## src/rtl/uart_pkg.sv

```systemverilog
// Shared 57600-baud 8N1 timing constants and receiver state encoding for the serial link.
// The transmitter on the same link takes its bit timing from here too.
package uart_pkg;

    localparam int BPS_END  = 868;
    localparam int BPS_HALF = 434;
    localparam int BIT_NUM  = 8;

    localparam int BPS_W = 13;
    localparam int BIT_W = 4;

    localparam logic [BPS_W-1:0] BPS_END_M1  = BPS_W'(BPS_END - 1);
    localparam logic [BPS_W-1:0] BPS_HALF_M1 = BPS_W'(BPS_HALF - 1);
    localparam logic [BIT_W-1:0] BIT_LAST    = BIT_W'(BIT_NUM - 1);

    typedef enum logic [1:0] {
        IDLE  = 2'd0,
        START = 2'd1,
        DATA  = 2'd2,
        STOP  = 2'd3
    } rx_state_e;

endpackage

```

## src/rtl/uart_rx_sync.sv

```systemverilog
// Brings the async rx pin into clk_50: 2-FF synchronizer plus a delay flop for fall detection.
// Latency: rx_s_o lags the pin by 2 cycles, fall_o is combinational off rx_s_o/delay flop; no backpressure.
module uart_rx_sync (
    input  logic clk_50,
    input  logic rst_n,
    input  logic rx_i,
    output logic rx_s_o,
    output logic fall_o
);

    logic rx_meta_q;
    logic rx_s_q;
    logic rx_d_q;

    // Reset to idle-high so a line held low across reset release is not seen as a start edge.
    always_ff @(posedge clk_50 or negedge rst_n) begin
        if (!rst_n) begin
            rx_meta_q <= 1'b1;
            rx_s_q    <= 1'b1;
            rx_d_q    <= 1'b1;
        end else begin
            rx_meta_q <= rx_i;
            rx_s_q    <= rx_meta_q;
            rx_d_q    <= rx_s_q;
        end
    end

    assign rx_s_o = rx_s_q;
    assign fall_o = rx_d_q & ~rx_s_q;

endmodule

```

## src/rtl/uart_rx.sv

```systemverilog
// 8N1 UART receiver: mid-bit sampling, glitch-start rejection, framing-error flag.
// Latency: byte/err pulse 1 cycle after the stop-bit mid-sample; no backpressure (pulses are fire-and-forget).
module uart_rx
    import uart_pkg::*;
(
    input  logic       clk_50,
    input  logic       rst_n,
    input  logic       rx,
    output logic [7:0] rx_data,
    output logic       rx_vld,
    output logic       frm_err,
    output logic       busy
);

    logic rx_s;
    logic rx_fall;

    uart_rx_sync u_sync (
        .clk_50 (clk_50),
        .rst_n  (rst_n),
        .rx_i   (rx),
        .rx_s_o (rx_s),
        .fall_o (rx_fall)
    );

    rx_state_e          state_q, state_d;
    logic [BPS_W-1:0]   bps_cnt_q, bps_cnt_d;
    logic [BIT_W-1:0]   bit_cnt_q, bit_cnt_d;
    logic [BIT_NUM-1:0] shift_q, shift_d;
    logic [7:0]         rx_data_q, rx_data_d;
    logic               rx_vld_q, rx_vld_d;
    logic               frm_err_q, frm_err_d;

    always_ff @(posedge clk_50 or negedge rst_n) begin
        if (!rst_n) begin
            state_q   <= IDLE;
            bps_cnt_q <= '0;
            bit_cnt_q <= '0;
            shift_q   <= '0;
            rx_data_q <= '0;
            rx_vld_q  <= 1'b0;
            frm_err_q <= 1'b0;
        end else begin
            state_q   <= state_d;
            bps_cnt_q <= bps_cnt_d;
            bit_cnt_q <= bit_cnt_d;
            shift_q   <= shift_d;
            rx_data_q <= rx_data_d;
            rx_vld_q  <= rx_vld_d;
            frm_err_q <= frm_err_d;
        end
    end

    always_comb begin
        state_d   = state_q;
        bps_cnt_d = bps_cnt_q;
        bit_cnt_d = bit_cnt_q;
        shift_d   = shift_q;
        rx_data_d = rx_data_q;
        rx_vld_d  = 1'b0;
        frm_err_d = 1'b0;

        unique case (state_q)
            IDLE: begin
                if (rx_fall) begin
                    state_d   = START;
                    bps_cnt_d = '0;
                end
            end
            START: begin
                // Line must still be low at mid-start, otherwise treat the edge as a glitch.
                if (bps_cnt_q == BPS_HALF_M1) begin
                    bps_cnt_d = '0;
                    if (rx_s) begin
                        state_d = IDLE;
                    end else begin
                        state_d   = DATA;
                        bit_cnt_d = '0;
                    end
                end else begin
                    bps_cnt_d = bps_cnt_q + 1'b1;
                end
            end
            DATA: begin
                if (bps_cnt_q == BPS_END_M1) begin
                    bps_cnt_d = '0;
                    // LSB arrives first, so shift right and it lands at bit 0 after the last data bit.
                    shift_d   = {rx_s, shift_q[BIT_NUM-1:1]};
                    if (bit_cnt_q == BIT_LAST) begin
                        state_d = STOP;
                    end else begin
                        bit_cnt_d = bit_cnt_q + 1'b1;
                    end
                end else begin
                    bps_cnt_d = bps_cnt_q + 1'b1;
                end
            end
            STOP: begin
                // Leaving at mid-stop gives half a bit of slack for a back-to-back start edge.
                if (bps_cnt_q == BPS_END_M1) begin
                    bps_cnt_d = '0;
                    state_d   = IDLE;
                    if (rx_s) begin
                        rx_data_d = shift_q;
                        rx_vld_d  = 1'b1;
                    end else begin
                        frm_err_d = 1'b1;
                    end
                end else begin
                    bps_cnt_d = bps_cnt_q + 1'b1;
                end
            end
            default: begin
                state_d = IDLE;
            end
        endcase
    end

    assign rx_data = rx_data_q;
    assign rx_vld  = rx_vld_q;
    assign frm_err = frm_err_q;
    assign busy    = (state_q != IDLE);

endmodule

```

## config.mk

```make
export PLATFORM = sky130hd
export DESIGN_NAME = uart_rx
export DESIGN_NICKNAME = d
export VERILOG_FILES = /design/src/rtl/uart_pkg.sv /design/src/rtl/uart_rx_sync.sv /design/src/rtl/uart_rx.sv
export SDC_FILE = /design/constraint.sdc
export NUM_CORES = 1
export LEC_CHECK = 0
export CAP_MARGIN = 10
export CORE_ASPECT_RATIO = 1.5
export CORE_MARGIN = 4
export CORE_UTILIZATION = 45
export CTS_CLUSTER_DIAMETER = 100
export CTS_CLUSTER_SIZE = 16
export DETAILED_ROUTE_END_ITERATION = 8
export PLACE_DENSITY_LB_ADDON = 0.3
export SLEW_MARGIN = 30
export SYNTH_ARGS = -nofsm -noshare
export SYNTH_HDL_FRONTEND = slang
export SYNTH_SLANG_ARGS = --single-unit
export TNS_END_PERCENT = 100
```

## constraint.sdc

```tcl
create_clock -name clk_50 -period 4.14 [get_ports clk_50]
set_clock_uncertainty 0.1 [all_clocks]
set_input_delay 0.828 -clock clk_50 [delete_from_list [all_inputs] [get_ports clk_50]]
set_output_delay 0.828 -clock clk_50 [all_outputs]
set_load 0.02 [all_outputs]
```

==> results of run 1 <==
[per-layer routing]
layer  wire [µm]  track usage [%]
met2        1880             25.6
met5           0                0
met4          97             8.11
met1        1560             18.0
met3         126             3.50
[sequential cells by signal, indices dropped and copies added (netlist names), named ones only]
signal and flops:
rx_vld 1, shift_q 8, state_q 1, bit_cnt_q 4, rx_data 8, frm_err 1
bps_cnt_q 13, u_sync.rx_s_o 1, u_sync.rx_meta_q 1, u_sync.rx_d_q 1
[critical path, cell delays in order, from the launching register on]
cell and delay, ps:
dfrtp_1 480, nor2_1 230, inv_1 110, clkdlybuf4s50_1 550
[power by group through the flow]
| stage | Combinational, µW | Sequential [µW] | Clock, µW |
|---|---|---|---|
| 3_5_place_dp | 189 | 463 | 0 |
| 4_1_cts | 191 | 456 | 323 |
| 5_1_grt | 216 | 462 | 342 |
| 3_3_place_gp | 182 | 460 | 0 |
| 6_report | 193 | 456 | 314 |
| 2_1_floorplan | 152 | 445 | 0 |
[area by class of cell]
class / count / area, µm² / area share [%]
clock buffers: 5 / 68.8 / 3.12
clock inverters: 3 / 42.5 / 1.93
inverters: 6 / 22.5 / 1.02
multi-input cells: 128 / 880 / 39.9
flip-flops and latches: 40 / 1000 / 45.6
well taps: 46 / 57.6 / 2.61
repair buffers: 13 / 128 / 5.79
[placed cells by master (no fill, tap or decap), types with 3 or more instances in the layout]
cell type        count
dfrtp_1             37
nand2_1             27
clkdlybuf4s50_1     12
nor2_1              10
nand3_1              8
mux2_4               8
mux2_2               7
o22ai_1              7
o21ai_0              7
inv_1                6
nor3_1               6
clkbuf_8             5
and2_1               4
o21a_1               3
ha_1                 3
dfstp_2              3
[Yosys cell counts, drive strengths merged (4+ instances only)]
cell	n
dfrtp	37
nand2	27
mux2	15
nor2	10
nand3	8
o21ai	8
clkbuf	7
o22ai	7
inv	6
nor3	6
and2	5
nor4	4
[kinds of logic after synthesis]
| logic type | Yosys count |
|---|---|
| AND/OR/NAND/NOR | 78 |
| XOR/XNOR | 3 |
| multiplexers | 15 |
| buffers and inverters | 15 |
| AO/OA/AOI/OAI | 29 |
| flip-flops | 40 |
| adder cells (fa/ha/maj) | 3 |
[metrics by stage]
step           total power, µW  hold slack (ps)  utilization [%]
2_1_floorplan              597              245                -
3_3_place_gp               642              249             49.5
3_5_place_dp               652              249             49.6
4_1_cts                    970              260             52.2
5_1_grt                   1020              267             52.3
6_report                   963              259             52.3
[worst paths after layout]
path	start	end	slack [ps]	cells past startpoint
max in group asynchronous	rst_n	u_sync.rx_meta_q	3190	1
worst min register to register	u_sync.rx_meta_q	u_sync.rx_s_o	260	0
worst min-delay path	u_sync.rx_meta_q	u_sync.rx_s_o	260	0
worst max register to register	bps_cnt_q[0]	rx_data[1]	1730	5
min in group asynchronous	rst_n	rx_data[2]	390	1
worst max-delay path	state_q[0]	busy	1560	3
==> results.py, run 1 <==
metrics = {
    "yosys": {
        "synthMuxAreaShare_pct": 10.2,
        "synth_seq_cells": 40,
        "synth-simple-area-share_pct": 21.8,
        "syn-num-nets": 189,
        "synth_adder_area_share_pct": 1.92,
        "post-synth-top-area-fraction_pct": 47.5,
        "async_flop_share_pct": 100,
        "synth-xor-area-share_pct": 1.35,
        "ys_warn_count": 0,
        "synth_compound_area_share_pct": 9.43,
        "synth_area_leaders": "dfrtp_1 (47%), mux2_4 (6.2%), nand2_1 (5.2%), dfstp_2 (4.0%), mux2_2 (4.0%)",
        "synthFlopType": "dfrtp_1",
        "netlist_instances": 183,
        "synth_top_family_by_area": "simple AND/OR/NAND/NOR gates",
        "synth_cell_type_count": 45,
        "ys_seq_area_share_pct": 51.5,
        "synth.avg_cell_area_um2": 10.7,
        "synth_largest_area_cell": "dfrtp_1",
        "mappedNetlistArea_um2": 1950,
        "synth_edf_count": 0,
    },
    "placement": {
        "place_inst": 233,
        "portBuffers": 13,
        "place_ws_ps": 1710,
        "gp_congestion": 0.816,
        "postPlaceCellArea_um2": 2090,
        "dp_hpwl_um": 2630,
    },
    "route": {
        "post_drt_wl_per_cell_um": 15.2,
        "drtAntennaViolNets": 0,
        "vias": 1368,
        "drt_iter0_drc": 92,
        "dr.pass1.iters": 4,
        "routed_wl_um": 3660,
        "vias_per_cell": 5.68,
        "drc_errors": 0,
    },
    "timing": {
        "tightest_slew_ps": 658,
        "hold_violations": 0,
        "setup_viol": 0,
        "worst_slack_ps": 1560,
        "fin_crit_sh_pct": 62.4,
        "period_minus_slack_ps": 2580,
        "rsz0062_at_grt": "false",
        "maxSlewViolCount": 0,
        "max_freq_mhz": 387,
        "max_slew_margin_pct": 56.1,
        "tns_ps": 0,
    },
    "finish": {
        "fill_cells": 376,
        "design_area_um2": 2200,
        "layout.cells.non_filler": 241,
        "diodes": 0,
        "drive_gt1_share_pct": 19.0,
        "fin_nets": 200,
        "area_growth_pct": 13.0,
    },
    "die": {
        "core_um2": 4210,
        "fp-row-count": 29,
        "die_y_um": 88.6,
        "io_pins": 14,
        "dieArea_um2": 5470,
        "start_util_pct": 46.3,
        "fp.dieW_um": 61.8,
    },
    "power": {
        "power.density_nw_per_um2": 437,
        "netSwitchingFraction_pct": 30.5,
        "p_leak_uw": 0.000996,
        "pwr-share-clk_pct": 32.6,
        "internal_power_uw": 669,
        "ir_worst_vdd_v": 0.000293,
        "p_sw_uw": 294,
        "power_frac_comb_pct": 20.1,
        "pwr-share-seq_pct": 47.3,
    },
    "cts": {
        "clockRootBuffer": "clkbuf_8",
        "cts_buffers": 5,
        "cts_max_path_buffers": 2,
        "cts_max_level": 2,
        "worstSkewPairLatency_ps": 290,
        "cts_tree": "yes",
        "cts_resized": 0,
        "post_cts_buffers": 0,
        "clkTransAtPathRegs_ps": 70,
        "cts_hold_buf": 0,
        "clock_sinks": 40,
    },
    "setup_path": {
        "start_kind": "flop",
        "critPathArrivalTime_ps": 1660,
        "critPathKind": "reg -> out",
        "path_max_fanout": 10,
        "crit_required_ps": 3210,
        "end_kind": "output pin",
    },
    "flow_run": {
        "max_cap_violations": 0,
    },
    "global_route": {
        "grt-ovfl-total": 0,
        "grt_max_degree": 41,
        "grt_pass1_wl_um": 6300,
        "grt_pass1_vias": 1410,
        "grt.total_usage_pct": 15.4,
        "antenna_found_initial": 0,
    },
    "hold_path": {
        "hold_path.class": "reg -> reg",
    },
    "status": {
        "status": "finished clean",
    },
}
(Power assumes the default switching activity.)
==> run 2: changes to the inputs <==
==> constraint.sdc (replaced) <==
create_clock -name clk_50 -period 2.2 [get_ports clk_50]
set_clock_uncertainty 0.1 [all_clocks]
set_input_delay 0.44 -clock clk_50 [delete_from_list [all_inputs] [get_ports clk_50]]
set_output_delay 0.44 -clock clk_50 [all_outputs]
set_load 0.02 [all_outputs]
==> run 2 against run 1 <==
  * Largest cell class unchanged
  * Combinational power grew to 2.6 times the previous value
  * The run now ends with negative setup slack left
  * Clock-buffer cell count is the same
  * Final cell count grew 7.5%
==> results.py, run 2 (synthesis gave the netlist of run 1 again) <==
metrics = {
    "route": {
        "vias_per_cell": 5.61,
        "routed_wl_um": 4040,
        "drc_errors": 0,
        "vias": 1452,
        "drt_iter0_drc": 31,
        "drtAntennaViolNets": 0,
        "dr.pass1.iters": 4,
        "post_drt_wl_per_cell_um": 15.6,
    },
    "global_route": {
        "grt_max_degree": 41,
        "grt.total_usage_pct": 17.5,
        "grt_pass1_vias": 1530,
        "grt-ovfl-total": 0,
        "antenna_found_initial": 0,
        "grt_pass1_wl_um": 7110,
    },
    "power": {
        "ir_worst_vdd_v": 0.000568,
        "power.density_nw_per_um2": 818,
        "p_leak_uw": 0.00110,
    },
    "setup_path": {
        "crit_family": "simple AND/OR/NAND/NOR gates",
        "worst_path_max_delay_cell": "or4_4",
        "max_stage_delay_ps": 560,
        "start_kind": "flop",
        "crit_required_ps": 2280,
        "end_kind": "flop",
        "crit_chain": "or4_4, nor4_4, and4_4, mux2_4",
        "r2r_slack_ps": -0.9,
        "path_max_fanout": 9,
        "worstPathBufferInverterCount": 0,
        "critPathKind": "reg -> reg",
        "critPathArrivalTime_ps": 2280,
    },
    "die": {
        "core_um2": 4210,
        "fp-row-count": 29,
        "io_pins": 14,
        "die_y_um": 88.6,
        "dieArea_um2": 5470,
        "fp.dieW_um": 61.8,
        "start_util_pct": 46.3,
    },
    "finish": {
        "design_area_um2": 2390,
        "final_cell_mix": "dfrtp_1 (36), nand2_1 (27), buf_4 (15), clkdlybuf4s50_1 (12), nor2_1 (9)",
        "top_register": "bps_cnt_q",
        "mostFrequentLayoutCell": "dfrtp_1",
        "largest_register_ffs": 13,
        "fin_nets": 218,
        "drive_gt1_share_pct": 27.2,
        "fill_cells": 374,
        "diodes": 0,
        "ff_latch_area_um2": 1010,
        "layout.cells.non_filler": 259,
        "area_growth_pct": 22.5,
        "multiInputGateArea_um2": 907,
    },
    "timing": {
        "hold_violations": 0,
        "worst_slack_ps": -0.894,
        "maxSlewViolCount": 0,
        "max_slew_margin_pct": 73.7,
        "fin_crit_sh_pct": 100,
        "period_minus_slack_ps": 2200,
        "rsz0062_at_grt": "true",
        "hold_ws_ps": 260,
        "tns_ps": -0.894,
        "tightest_slew_ps": 394,
        "setup_viol": 1,
        "max_freq_mhz": 454,
    },
    "cts": {
        "worstSkewPairLatency_ps": 300,
        "cts_max_level": 2,
        "clockRootBuffer": "clkbuf_8",
        "cts_buffers": 5,
        "clkTransAtPathRegs_ps": 80,
        "cts_tree": "yes",
        "clock_sinks": 40,
        "cts_max_path_buffers": 2,
    },
    "flow_run": {
        "max_cap_violations": 0,
    },
    "placement": {
        "portBuffers": 13,
        "postPlaceCellArea_um2": 2200,
        "place_inst": 246,
        "place_ws_ps": -48.6,
        "gp_congestion": 0.813,
        "dp_hpwl_um": 2960,
    },
    "hold_path": {
        "hold_path.class": "reg -> reg",
    },
    "status": {
        "violations": "negative setup slack",
        "status": "finished with violations",
    },
}
-- run 2: cell types whose count changed in the layout (fill, tap and decap cells not counted), sizes merged --
cell | before | now
buf | 1 | 18
clkinv | 1 | 2
dlygate4sd3 | 0 | 1
clkinvlp | 1 | 0
-- run 2: worst reg2reg max path: stages (launching register included) --
cell     delay, ps
dfrtp_1        390
or4_4          560
nor4_4         330
and4_4         390
mux2_4         330
-- run 2: final cells by class --
cell class,instances,share of cell area [%]
Clock buffer,5,2.88
Clock inverter,3,1.99
Inverter,6,0.943
Multi-Input combinational cell,128,38.0
Sequential cell,40,42.1
Tap cell,46,2.41
Timing Repair Buffer,31,11.7
-- run 2: per-layer routing --
| layer | up-vias | global-route usage (%) | part of all wire [%] |
|---|---|---|---|
| met5 | - | 0 | 0 |
| met4 | 0 | 6.56 | 2.7 |
| met3 | 13 | 4.09 | 2.9 |
| met2 | 23 | 32.4 | 57 |
| met1 | 720 | 18.3 | 37 |
| li1 | 696 | - | - |
-- run 2: final timing paths --
check / start / end / cells past startpoint
setup reg to reg: bps_cnt_q[2] / rx_data[6] / 4
min in group asynchronous: rst_n / rx_data[0] / 3
setup / recovery: bps_cnt_q[2] / rx_data[6] / 4
hold / removal: u_sync.rx_meta_q / u_sync.rx_s_o / 0
max in group asynchronous: rst_n / u_sync.rx_meta_q / 3
hold reg to reg: u_sync.rx_meta_q / u_sync.rx_s_o / 0
-- run 2: timing repair --
action,4_1_cts,5_1_grt
pin swaps,2,5
setup buffers,2,2
endpoints found under the hold margin,0,1
gates resized for setup,1,7
hold buffers,0,1
cloned,0,0
setup endpoints to repair,10,22
-- run 2: per-stage QoR --
step / total power [µW] / util (%)
2_1_floorplan: 1130 / -
3_3_place_gp: 1290 / 52.2
3_5_place_dp: 1310 / 52.2
4_1_cts: 1950 / 55.4
5_1_grt: 2060 / 56.7
6_report: 1950 / 56.7
-- run 2: where the power goes --
group	internal, µW	switching (µW)	total [µW]	leakage [µW]
clock	342	272	614	0.0000583
sequential	787	54.6	841	0.000540
combinational	221	277	498	0.000500
total	1350	603	1950	0.00110
